File: config.mk
export PLATFORM = sky130hd
export DESIGN_NAME = debounce_oneshot
export DESIGN_NICKNAME = d
export VERILOG_FILES = /design/src/rtl/debounce_oneshot.sv
export SDC_FILE = /design/constraint.sdc
export NUM_CORES = 1
export LEC_CHECK = 0
export CAP_MARGIN = 40
export CORE_MARGIN = 3
export CORE_UTILIZATION = 50
export CTS_CLUSTER_SIZE = 28
export DETAILED_ROUTE_END_ITERATION = 12
export GPL_ROUTABILITY_DRIVEN = 1
export MAX_ROUTING_LAYER = met4
export PLACE_DENSITY = 0.71
export REMOVE_ABC_BUFFERS = 1
export SLEW_MARGIN = 10
export SYNTH_ARGS = -nofsm -noshare
export SYNTH_HDL_FRONTEND = slang
export SYNTH_SLANG_ARGS = --single-unit
File: constraint.sdc
create_clock -name clk_in -period 2.69 [get_ports clk_in]
set_clock_uncertainty 0.15 [all_clocks]
set_input_delay 0.6725 -clock clk_in [delete_from_list [all_inputs] [get_ports clk_in]]
set_output_delay 0.6725 -clock clk_in [all_outputs]
set_load 0.01 [all_outputs]
File: src/rtl/debounce_oneshot.sv
// Pushbutton debouncer with one-shot step pulse and press counter.
// Samples the synchronised button on rising edges of a slow strobe and fires once per stable press.
module debounce_oneshot #(
    parameter int unsigned SAMPLES = 10
) (
    input  logic       clk_in,
    input  logic       reset,
    input  logic       slow_clk,
    input  logic       btn_in,
    output logic       db_level,
    output logic       step_pulse,
    output logic [7:0] press_count
);

    localparam logic [1:0] IDLE = 2'd0;
    localparam logic [1:0] FIRE = 2'd1;
    localparam logic [1:0] HELD = 2'd2;

    logic [1:0]         slow_sync_q;
    logic [1:0]         btn_sync_q;
    logic [1:0]         sync_vld_q;
    logic               slow_prev_q;
    logic               armed_q, armed_d;
    logic               tick;
    logic [SAMPLES-1:0] shift_q, shift_d;
    logic [1:0]         state_q, state_d;
    logic [7:0]         count_q, count_d;

    // Ticks are only armed once a genuine low level has been seen after reset,
    // so a strobe already high at release cannot fake a rising edge.
    always_comb begin
        armed_d = armed_q | (sync_vld_q[1] & ~slow_sync_q[1]);
        tick    = armed_q & slow_sync_q[1] & ~slow_prev_q;
        shift_d = shift_q;
        if (tick) begin
            shift_d = {shift_q[SAMPLES-2:0], btn_sync_q[1]};
        end
    end

    // Decisions use the post-shift value so the pulse lands one cycle after the tick.
    always_comb begin
        state_d = state_q;
        case (state_q)
            IDLE:    if (&shift_d) state_d = FIRE;
            FIRE:    state_d = HELD;
            HELD:    if (~|shift_d) state_d = IDLE;
            default: state_d = IDLE;
        endcase
    end

    always_comb begin
        count_d = count_q;
        if (state_q == FIRE) begin
            count_d = count_q + 8'd1;
        end
    end

    always_ff @(posedge clk_in or posedge reset) begin
        if (reset) begin
            slow_sync_q <= '0;
            btn_sync_q  <= '0;
            sync_vld_q  <= '0;
            slow_prev_q <= 1'b0;
            armed_q     <= 1'b0;
            shift_q     <= '0;
            state_q     <= IDLE;
            count_q     <= '0;
        end else begin
            slow_sync_q <= {slow_sync_q[0], slow_clk};
            btn_sync_q  <= {btn_sync_q[0], btn_in};
            sync_vld_q  <= {sync_vld_q[0], 1'b1};
            slow_prev_q <= slow_sync_q[1];
            armed_q     <= armed_d;
            shift_q     <= shift_d;
            state_q     <= state_d;
            count_q     <= count_d;
        end
    end

    assign step_pulse  = (state_q == FIRE);
    assign db_level    = (state_q == FIRE) || (state_q == HELD);
    assign press_count = count_q;

endmodule

==> results.toml, run 1 <==
[yosys]
synth_fa_ha_area_share_pct = 5.54
synthCells = 81
syn-cell-area_sq_mm = 0.00113
ys_ff_latch = 28
yosysUniqueCellTypes = 20
synth_xor_area_share_pct = 5.43
syn-mean-instance-area_sq_um = 13.9
synth_mux_area_share_pct = 14.5
synth_top_family_by_area = "multiplexers"
yosysWarnings = 0
synth-simple-area-share_pct = 8.65
synth-compound-area-share_pct = 1.44
ys_seq_area_share_pct = 62.1

[place]
dp_hpwl_microns = 1250
place_ws_ns = 0.560
place_congestion = 0.661
io_buffers = 13

[finish]
n_antenna_cell = 0
n_fill_cell = 176
area_delta_synth_final_pct = 20.5
final_cell_mix = "dfrtp_1, clkdlybuf4s50_1, mux2_2, ha_1"
final_common_cell = "dfrtp_1"
nets = 109
drive_above_1_share_pct = 21.2

[clock_network]
path_clk_slew_ns = 0.14
cts-root-buf = "clkbuf_4"
hold_buffers = 0
cts_tree = "yes"
cts-htree-levels = 1
clk_latency_ns = 0.32
cts_resized = 0
post_cts_buffers = 0
cts_buffers = 3
cts_sinks = 28
clockBufferDepth = 2

[timing]
slew_violations = 0
fmax_mhz = 407
hold_violations = 0
finalCritPeriodShare_pct = 91.4
setup_ws_ns = 0.231
fin_crit_ns = 2.46
grt_setup_unrepaired = "false"
setup_violations = 0
setup_tns_ns = 0

[worst_setup_path]
crit_path_top_delay_cell = "clkdlybuf4s50_1"
arrival_ns = 1.64
critical_path_class = "reg2out"
crit_path_max_fanout = 3
path_cells = "inv_1, ha_1, clkdlybuf4s50_1"
cp-end-kind = "output port"
cpPeakStageDelay_ns = 0.52
reg2reg_depth = 5
start_kind = "register"
crit_required_ns = 1.87

[status]
status = "finished, final reports clean"

[grt]
grtUsageTotal_pct = 16.7
grt-ovfl-total = 0
grt_pass1_wl_microns = 3230
antenna_found_initial = 0
grt_pass1_vias = 754
grt_max_degree = 29

[drt]
wl_microns = 1860
drt_iter0_drc = 1
firstDrtPassIters = 2
vias = 667
wire_per_inst_microns = 14.7
drcViolationCount = 0
ant_nets = 0
routed_via_density = 5.29

[die]
dieArea_sq_mm = 0.00286
start_util_pct = 55.3
rows = 16
core_sq_mm = 0.00204
die_y_microns = 53.5
die_x_microns = 53.5
ios = 14

[power]
leakage_uw = 0.000619
p_per_area_mw_per_mm2 = 956
irDropWorstVdd_mv = 0.550

[hold_path]
hold_path_depth = 0
hp-class = "reg2reg"

[run]
drv_cap = 0
==> report_power, final <==
part	leakage (uW)	internal, uW	switching [uW]	total (uW)
clock	0.0000279	151	120	271
sequential	0.000344	525	104	629
combinational	0.000248	240	160	401
total	0.000619	916	385	1300
==> layout make-up <==
type | instances | area (sq um) | area share [%]
clock buffers | 3 | 22.5 | 1.66
clock inverters | 1 | 30.0 | 2.21
inverters | 4 | 15.0 | 1.10
multi-input cells | 47 | 405 | 29.8
flip-flops and latches | 28 | 701 | 51.5
well taps | 27 | 33.8 | 2.48
repair buffers | 16 | 153 | 11.2
==> cell families (layout without fill, tap and decap cells) <==
family / Yosys count / in the layout
AO/OA/AOI/OAI: 2 / 2
XOR/XNOR: 7 / 7
adder cells (fa/ha/maj): 5 / 5
buffers and inverters: 6 / 24
flip-flops: 28 / 28
multiplexers: 14 / 14
other: 1 / 1
AND/OR/NAND/NOR: 18 / 18
==> flip-flops by register name (all words and copies together), names as in the netlist <==
signal,cells
shift_q,10
press_count,8
btn_sync_q,2
slow_sync_q,2
state_q,2
sync_vld_q,2
armed_q,1
slow_prev_q,1
==> cell usage after synthesis <==
library cell	number	area share, %
mux2_2	11	11
nand2_1	3	1.0
nor3_1	1	0.44
nand3_1	4	1.8
dfrtp_1	28	62
mux2i_1	1	0.89
a21o_1	1	0.67
nand3b_2	1	1.0
ha_1	5	5.5
xnor2_1	4	3.1
nor2_1	3	1.0
conb_1	1	0.33
nand4_1	4	2.2
clkbuf_1	2	0.67
xor2_1	3	2.3
mux2_4	2	2.7
or4_1	1	0.67
inv_1	4	1.3
nor4_1	1	0.55
a22o_1	1	0.78
==> layer usage <==
layer / GRT usage (%) / part of all wire [%] / wire (microns)
met1: 19.6 / 43 / 797
met2: 25.7 / 50 / 933
met5: - / 0 / 0
met3: 5.07 / 3.4 / 63
met4: 8.51 / 3.3 / 61
==> stage by stage <==
stage	hold WS (ns)	instances	utilization (%)	instance area (sq um)	total power, uW
after floorplan	0.181	79	-	1120	873
after global placement	0.182	122	64.0	1310	1010
after detailed placement	0.185	122	64.0	1310	1030
after CTS	0.219	126	66.6	1360	1310
after global routing	0.233	126	66.6	1360	1380
final	0.216	126	66.6	1360	1300
==> worst paths after layout <==
kind,from,to,slack (ns)
worst max-delay path,state_q[0]$_DFFE_PP0P_,db_level,0.23
worst min-delay path,slow_sync_q[0]$_DFF_PP0_,slow_sync_q[1]$_DFF_PP0_,0.22
worst max register to register,slow_prev_q$_DFF_PP0_,state_q[0]$_DFFE_PP0P_,0.53
max in group asynchronous,reset,shift_q[7]$_DFF_PP0_,1.61
worst min register to register,slow_sync_q[0]$_DFF_PP0_,slow_sync_q[1]$_DFF_PP0_,0.22
min in group asynchronous,reset,btn_sync_q[0]$_DFF_PP0_,0.54
==> worst max-delay path, delay by kind of cell (launching register included) <==
kind,cells,cell delay [ns]
buffers and inverters,2,0.61
DFF,1,0.42
adders and majority gates,1,0.28
No activity file was read; power rests on OpenSTA's default activity.
==> run 2: changes to the inputs <==
Settings changed: SKIP_CTS_REPAIR_TIMING from default to 1.
==> results of run 2 <==
The final DEF is identical to that of run 1; final timing and power are the same.
==> run 3: changes to the inputs <==
Settings changed: CAP_MARGIN 40 to default.
==> results of run 3 <==
The final DEF is identical to that of run 1; final timing and power are the same.
